`src/rtl/keypad_if.sv`:
```
// Pin-side and key-side signals of the 4x4 keypad scanner.
`timescale 1ns/1ps
interface keypad_if;
    logic [3:0]  col_n;
    logic [3:0]  row_n;
    logic [15:0] onehot;
    logic        key_valid;
    logic        key_press;

    modport master (
        input  col_n,
        output row_n,
        output onehot,
        output key_valid,
        output key_press
    );

    modport slave (
        output col_n,
        input  row_n,
        input  onehot,
        input  key_valid,
        input  key_press
    );
endinterface

```
`src/rtl/keypad_scanner.sv`:
```
// 4x4 keypad row scanner with frame-level debounce.
// Emits a one-hot committed key (bit = 4*row + col) and a press pulse.
`timescale 1ns/1ps
module keypad_scanner #(
    parameter int SCAN_DIV       = 4,
    parameter int DEBOUNCE_SCANS = 3
) (
    input logic      clk,
    input logic      rst_n,
    keypad_if.master kp
);
    localparam int DW = $clog2(SCAN_DIV);
    localparam int CW = $clog2(DEBOUNCE_SCANS + 1);
    localparam logic [DW-1:0] DIV_LAST = DW'(SCAN_DIV - 1);
    localparam logic [CW-1:0] CNT_LAST = CW'(DEBOUNCE_SCANS - 1);
    localparam logic [CW-1:0] CNT_ONE  = CW'(1);

    typedef enum logic [1:0] {
        IDLE,
        PRESS_PEND,
        PRESSED,
        RELEASE_PEND
    } state_t;

    logic [3:0]    sync1_q;
    logic [3:0]    col_s_q;
    logic [DW-1:0] div_q;
    logic [DW-1:0] div_d;
    logic [1:0]    row_q;
    logic [1:0]    row_d;
    logic [3:0]    row_n_q;
    logic [15:0]   frame_q;
    logic          done_q;
    logic          slot_end;

    state_t        state_q;
    logic [15:0]   cand_q;
    logic [15:0]   onehot_q;
    logic [CW-1:0] cnt_q;
    logic          valid_q;
    logic          press_q;
    logic          none;
    logic          one;

    assign slot_end = (div_q == DIV_LAST);
    assign div_d    = slot_end ? '0 : div_q + 1'b1;
    assign row_d    = row_q + 2'd1;
    assign none     = (frame_q == '0);
    assign one      = !none && ((frame_q & (frame_q - 16'd1)) == '0);

    // Columns are sampled at the end of each row slot, after sync and settling.
    always_ff @(posedge clk or negedge rst_n) begin
        if (!rst_n) begin
            sync1_q <= 4'hF;
            col_s_q <= 4'hF;
            div_q   <= '0;
            row_q   <= '0;
            row_n_q <= 4'b1110;
            frame_q <= '0;
            done_q  <= 1'b0;
        end else begin
            sync1_q <= kp.col_n;
            col_s_q <= sync1_q;
            div_q   <= div_d;
            done_q  <= slot_end && (row_q == 2'd3);
            if (slot_end) begin
                frame_q[4*row_q +: 4] <= ~col_s_q;
                row_q   <= row_d;
                row_n_q <= ~(4'b0001 << row_d);
            end
        end
    end

    always_ff @(posedge clk or negedge rst_n) begin
        if (!rst_n) begin
            state_q  <= IDLE;
            cand_q   <= '0;
            cnt_q    <= '0;
            onehot_q <= '0;
            valid_q  <= 1'b0;
            press_q  <= 1'b0;
        end else begin
            press_q <= 1'b0;
            if (done_q) begin
                unique case (state_q)
                    IDLE: begin
                        if (one) begin
                            cand_q <= frame_q;
                            cnt_q  <= CNT_ONE;
                            if (DEBOUNCE_SCANS == 1) begin
                                onehot_q <= frame_q;
                                valid_q  <= 1'b1;
                                press_q  <= 1'b1;
                                state_q  <= PRESSED;
                            end else begin
                                state_q <= PRESS_PEND;
                            end
                        end
                    end
                    PRESS_PEND: begin
                        if (!one) begin
                            state_q <= IDLE;
                        end else if (frame_q != cand_q) begin
                            cand_q <= frame_q;
                            cnt_q  <= CNT_ONE;
                        end else begin
                            cnt_q <= cnt_q + 1'b1;
                            if (cnt_q == CNT_LAST) begin
                                onehot_q <= cand_q;
                                valid_q  <= 1'b1;
                                press_q  <= 1'b1;
                                state_q  <= PRESSED;
                            end
                        end
                    end
                    PRESSED: begin
                        // Ghost or second key while held: ignored, no rollover.
                        if (none) begin
                            cnt_q <= CNT_ONE;
                            if (DEBOUNCE_SCANS == 1) begin
                                onehot_q <= '0;
                                valid_q  <= 1'b0;
                                state_q  <= IDLE;
                            end else begin
                                state_q <= RELEASE_PEND;
                            end
                        end
                    end
                    RELEASE_PEND: begin
                        if (!none) begin
                            state_q <= PRESSED;
                        end else begin
                            cnt_q <= cnt_q + 1'b1;
                            if (cnt_q == CNT_LAST) begin
                                onehot_q <= '0;
                                valid_q  <= 1'b0;
                                state_q  <= IDLE;
                            end
                        end
                    end
                    default: state_q <= IDLE;
                endcase
            end
        end
    end

    assign kp.row_n     = row_n_q;
    assign kp.onehot    = onehot_q;
    assign kp.key_valid = valid_q;
    assign kp.key_press = press_q;
endmodule

```
`src/flat_wrapper.sv`:
```
// flat-port wrapper written by rule: the top's interface ports become plain ports
module keypad_scanner_flat 
#(
    parameter int SCAN_DIV       = 4,
    parameter int DEBOUNCE_SCANS = 3
)
  (clk, rst_n, kp_col_n, kp_row_n, kp_onehot, kp_key_valid, kp_key_press);
  keypad_if kp_i ();
  input logic clk;
  input logic rst_n;
  input wire logic [$bits(kp_i.col_n)-1:0] kp_col_n;
  output wire logic [$bits(kp_i.row_n)-1:0] kp_row_n;
  output wire logic [$bits(kp_i.onehot)-1:0] kp_onehot;
  output wire logic [$bits(kp_i.key_valid)-1:0] kp_key_valid;
  output wire logic [$bits(kp_i.key_press)-1:0] kp_key_press;
  assign kp_i.col_n = kp_col_n;
  assign kp_row_n = kp_i.row_n;
  assign kp_onehot = kp_i.onehot;
  assign kp_key_valid = kp_i.key_valid;
  assign kp_key_press = kp_i.key_press;
  keypad_scanner #(.SCAN_DIV(SCAN_DIV), .DEBOUNCE_SCANS(DEBOUNCE_SCANS)) u_core (.clk(clk), .rst_n(rst_n), .kp(kp_i));
endmodule
```
`config.mk`:
```
export PLATFORM = sky130hd
export DESIGN_NAME = keypad_scanner_flat
export DESIGN_NICKNAME = d
export VERILOG_FILES = /design/src/rtl/keypad_if.sv /design/src/rtl/keypad_scanner.sv /design/src/flat_wrapper.sv
export SDC_FILE = /design/constraint.sdc
export NUM_CORES = 1
export LEC_CHECK = 0
export ABC_CLOCK_PERIOD_IN_PS = 3150
export BUFFER_PORTS_ARGS = -buffer_cell sky130_fd_sc_hd__buf_2
export CAP_MARGIN = 20
export CORE_MARGIN = 5
export CORE_UTILIZATION = 40
export DETAILED_ROUTE_END_ITERATION = 8
export GPL_TIMING_DRIVEN = 1
export PLACE_DENSITY = 0.6
export SLEW_MARGIN = 0
export SYNTH_ARGS = -nofsm -noshare
export SYNTH_HDL_FRONTEND = slang
export SYNTH_SLANG_ARGS = --single-unit
```
`constraint.sdc`:
```
create_clock -name clk -period 3.15 [get_ports clk]
set_input_delay 0.315 -clock clk [delete_from_list [all_inputs] [get_ports clk]]
set_output_delay 0.315 -clock clk [all_outputs]
set_load 0.02 [all_outputs]
```
Word-level counts from Yosys, hierarchy flattened
Index checks and enable logic that the tools add are counted.

word-level totals
  memory bits (writable) = 0
  output and inout port bits = 22
  latch bits = 0
  input port bits = 6
  memory bits (read-only) = 0
  logic and storage cells = 90
  memories = 0
  bits in registers = 71

cells by class
  reduce and logical (&&, ||, !) cells = 12
  bitwise operators = 3
  eq/ne operators = 18
  divide/modulo/power cells = 0
  shift-type cells = 3
  $mul = 0
  add/sub/neg operators = 5
  mux-type cells = 36
  magnitude comparators = 0

operator list
  operator                   count
  $mux W16                   8
  $pmux W16 S2               2
  $neg A4 Y34                1
  $shift A4 B34 Y16 const A  1
  $shiftx A4 B34 Y16         1
  $logic_not A16 Y1          2
  $mux W2                    12
  $and A16 B16 Y16           1
  $bwmux W16                 1
  $ne A16 B16 Y1             1
  $pmux W2 S4                2
  $sub A16 B1 Y16 const B    1
  $ne A2 B1 Y1 const B       7
  $eq A2 B2 Y1 const B       5
  $mux W1                    10
  $reduce_and A5 Y1          2
  $ne A3 B3 Y1 const B       3
  $not A4 Y4                 2
  $reduce_and A7 Y1          1
  $add A2 B1 Y2 const B      3
  $reduce_and A6 Y1          1
  $reduce_bool A2 Y1         2
  $shl A1 B2 Y4 const A      1
  $eq A2 B1 Y1 const B       1
  5 further kinds            6

Depth between registers and ports, before layout
  depth after elaboration = 7
  gate-level depth with buffers = 9
  depth with buffers taken out = 6

Least setup slack after synthesis
No wires, ideal clock.

  path kind = register to register
  start = register u_core.frame_q[0]
  end = register u_core.onehot_q[0], in the netlist u_core.kp.onehot[0]
  setup slack = 0.407 ns
  clock period less this slack = 2.743 ns
  arrival = 2.664 ns
  cell stages (with the launch flop) = 10
  data required time = 3.071 ns
  path through = dfrtp_1 > or4_1 > buf_2 > or3_4 > a2111o_1 > and2_4 > nor4b_2 > buf_4 > buf_8 > mux2i_1

on the way
  cells in the longest elaborated chain, start to end = 6

ends and longest elaborated chain
  what                                  line                   RTL
  start, declared                       keypad_scanner.sv:32   logic [15:0] frame_q;
  start signal, assigned by index       keypad_scanner.sv:67   frame_q[4*row_q +: 4] <= ~col_s_q;
  $sub A16 B1 Y16                       keypad_scanner.sv:49   assign one = !none && ((frame_q & (frame_q - 16'd1)) == '0);
  $and A16 B16 Y16                      keypad_scanner.sv:49
  $logic_not A16 Y1                     keypad_scanner.sv:49
  $logic_and A1 B1 Y1                   keypad_scanner.sv:49
  $ne A2 B1 Y1 (no source line)         n/a
  $reduce_and A7 Y1 (no source line) *  n/a
  end signal, assigned                  keypad_scanner.sv:91   onehot_q <= frame_q;
  end signal, assigned                  keypad_scanner.sv:109  onehot_q <= cand_q;
  end, declared                         keypad_scanner.sv:38   logic [15:0] onehot_q;

Mark *: on every way between the ends. The rest lies on a longest branch, timed or not.
A chain may end at the register's enable or synchronous reset.

Final worst setup path
  start = register u_core.frame_q[1]
  end = register u_core.cnt_q[0]

on the way
  cells in the longest elaborated chain, start to end = 6

ends and longest elaborated chain
  what                                line                   RTL
  $sub A16 B1 Y16                     keypad_scanner.sv:49
  $and A16 B16 Y16                    keypad_scanner.sv:49
  $logic_not A16 Y1                   keypad_scanner.sv:49
  $logic_and A1 B1 Y1                 keypad_scanner.sv:49
  $ne A2 B1 Y1 (no source line)       n/a
  $reduce_and A5 Y1 (no source line)  n/a
  end signal, assigned                keypad_scanner.sv:107  cnt_q <= cnt_q + 1'b1;
  end signal, assigned                keypad_scanner.sv:133  cnt_q <= cnt_q + 1'b1;
  end, declared                       keypad_scanner.sv:39   logic [CW-1:0] cnt_q;

Several ways; a longest one is shown, not always the timed one. The select of a mux whose other input is x is not followed.

==> results.cfg <==
[logic_synthesis]
yosys-top-cells-area = dfrtp_1, dfstp_2, nand2_1
synth_seq_cells = 71
ys.warnings.count = 0
synthFlopType = dfrtp_1
yosys.cell_types.count = 46
yosysTopAreaCell = dfrtp_1
mappedNetlistArea_sq_um = 3370
synth_top_cell_area_share = 0.446
synth.avg_cell_area_sq_um = 11.1
syn-num-nets = 317
synth_enable_flop_cells = 0
async_flop_share = 1.00
ys_seq_area_frac = 0.531
synthesized_netlist_cell_count = 304

[setup_path]
r2r_cells = 6
criticalPathCategory = flip-flop to flip-flop
r2r_end = u_core.cnt_q[0]
worst_setup_path_start_kind = flip-flop
required_ns = 3.38
reg2reg_slack_ns = 0.19
crit-reg2reg-launch = u_core.frame_q[1]
category_of_the_worst_setup_path_capture_point = flip-flop
critical_path_peak_fanout = 7
timing.critical_path.arrival_ns = 3.18

[placed_design]
portBuffers = 27
detailed_place_hpwl_um = 4710
dp_slack_ns = 0.218
detailed_place.area_sq_um = 3600
gp_congestion = 0.761

[pwr]
p_sw_frac = 0.215
net_switching_power_w = 0.000401
power.ir.vdd_worst_v = 0.000298
power-per-cell-area_nw_per_um2 = 485
power.internal_w = 0.00146
power.share.combinational = 0.032
p_leak_nw = 1.74
power.share.sequential = 0.513
clock_power_share = 0.455

[detailed_routing]
dr.pass1.iters = 4
highest_layer = met4
met3WireLength_um = 314
wl_um = 6480
routed_via_density = 5.18
postRouteAntennaNets = 0
dr.first_iter.drc_count = 164
post_drt_wl_per_cell_um = 14.8
remaining_drc_errors = 0
dr_wl_met2_um = 2950
met1Wirelength_um = 3130
vias = 2272

[timing]
clock_skew_ns = 0.00831
timing.final.hold_violations = 0
part_of_the_cycle_the_worst_path_needs = 0.938
final_critical_path_setup_slack_ns = 0.194
finalMaxSlewViolations = 0
slew-limit-headroom = 0.467
max_freq_mhz = 338
final.min_clock_period_ns = 2.96
rsz0062_at_grt = false
setup_tns_ns = 0
setup_violations = 0
max_slew.worst_pin.slew_ns = 0.800

[cts]
clock_tree.root_cell = clkbuf_8
cts_tree = done
clock_latency_ns = 0.34
postCtsHoldBufs = 0
cts.path.max_buffers = 2
cts.sink_count = 71
postCtsSetupRepairBufs = 0
cts_max_level = 3
post_cts.resized_instances = 0
cts_inserted_buffers = 9
path_clk_slew_ns = 0.08

[layout]
area_growth_pct = 14.2
finalNetCount = 342
share_of_layout_cells_above_drive_strength_1 = 0.251
postLayoutCellArea_sq_um = 3850
layout_common_cells = nand2_1, dfrtp_1, buf_2
final_common_cell = nand2_1
diodes = 0

[floorplan]
die_area_sq_um = 10400
top_level_ports = 28
start_util = 0.410
die_span_x_um = 102
die_y_um = 102
rows = 33
design.core.area_sq_um = 8220

[status]
outcome = finished, final reports clean

[worst_hold_path]
hold_class = input pin to async pin

[global_route]
combined_global_route_utilization_of_all_metal_layers = 0.139
largest_net_degree_at_the_start_of_global_routing = 37
grt_pass1_wl_um = 11300
first_global_vias = 2297
antenna_found_initial = 0
grt.overflow.total = 0

[run]
max_cap_violations = 0
==> critical path, stage by stage (launching register included) <==
cell	delay [ns]
dfrtp_1	0.45
or4_1	0.67
or3_4	0.44
a2111o_1	0.34
and2_4	0.17
o32ai_1	0.41
mux2_2	0.38
==> state kept, by name, indices dropped and copies added (netlist names) <==
register and count:
u_core.kp.key_press 1, u_core.div_q 2, u_core.done_q 1, u_core.frame_q 16
u_core.state_q 2, u_core.kp.row_n 4, u_core.cand_q 16, u_core.row_q 2
u_core.cnt_q 2, u_core.col_s_q 4, u_core.kp.onehot 16, u_core.sync1_q 4
u_core.kp.key_valid 1
==> cell usage after synthesis, types with 2 or more instances <==
cell / count
nor4_1: 5
inv_1: 8
or2_2: 2
o21ai_0: 5
nor3_1: 4
a211oi_1: 2
o32ai_1: 2
clkbuf_1: 13
or3_1: 4
nand4_1: 5
a21o_1: 2
or4_1: 2
a21oi_1: 5
dfrtp_1: 60
nor4b_1: 2
nand2b_1: 2
o31ai_1: 14
nor2_1: 9
ha_1: 7
xnor2_1: 17
nand2_1: 61
nand3b_1: 2
o41ai_1: 2
mux2i_1: 19
nor4b_2: 2
nand3_1: 2
dfstp_2: 11
mux2_2: 17
==> per-layer routing <==
layer	global-route usage	vias up
met3	0.0461	12
met1	0.187	1090
met4	0.0460	0
met2	0.213	50
li1	-	1120
met5	0	-
==> how the worst max path moves through the flow <==
| stage | startpoint | to | slack (ns) |
|---|---|---|---|
| floorplan | u_core.frame_q[0] | u_core.kp.onehot[0] | 0.41 |
| global placement | u_core.frame_q[1] | u_core.cand_q[13] | 0.28 |
| detailed placement | u_core.frame_q[1] | u_core.cnt_q[0] | 0.22 |
| CTS | u_core.frame_q[1] | u_core.cnt_q[0] | 0.22 |
| global route | u_core.frame_q[1] | u_core.cnt_q[1] | 0.03 |
| finish | u_core.frame_q[1] | u_core.cnt_q[0] | 0.19 |
==> power groups by stage <==
stage               logic (W)  registers [W]  clock network, W
floorplan           0.0000415       0.000958                 0
global placement    0.0000608       0.000973                 0
global route        0.0000688       0.000961          0.000911
CTS                 0.0000615       0.000957          0.000870
finish              0.0000591       0.000957          0.000849
detailed placement  0.0000614       0.000975                 0
==> final cells by class <==
type / count / area [sq um]
inverter: 8 / 30.0
tap: 105 / 131
sequential: 71 / 1790
multi-input combinational: 207 / 1470
timing repair buffer: 32 / 185
clock buffer: 13 / 203
clock inverter: 3 / 42.5
fill: 766 / 4370
==> through the flow <==
| stage | hold WS, ns | utilization | total power (W) | cells |
|---|---|---|---|---|
| after floorplan | 0.0194 | - | 0.00100 | 304 |
| after global placement | 0.346 | 0.439 | 0.00103 | 423 |
| after CTS | 0.0465 | 0.468 | 0.00189 | 439 |
| final | 0.0552 | 0.468 | 0.00187 | 439 |
| after detailed placement | 0.347 | 0.439 | 0.00104 | 423 |
| after global routing | 0.0327 | 0.468 | 0.00194 | 439 |
==> cells by family (layout without fill, tap and decap cells) <==
logic type,Yosys count,after routing,synth area share
simple gates,105,105,0.156
flops,71,71,0.531
mux,37,37,0.118
compound gates,39,39,0.0828
buf+inv,26,56,0.0360
xor+xnor,18,18,0.0468
fa+ha+maj,8,8,0.0290
Power figures use the tool's default switching activity.
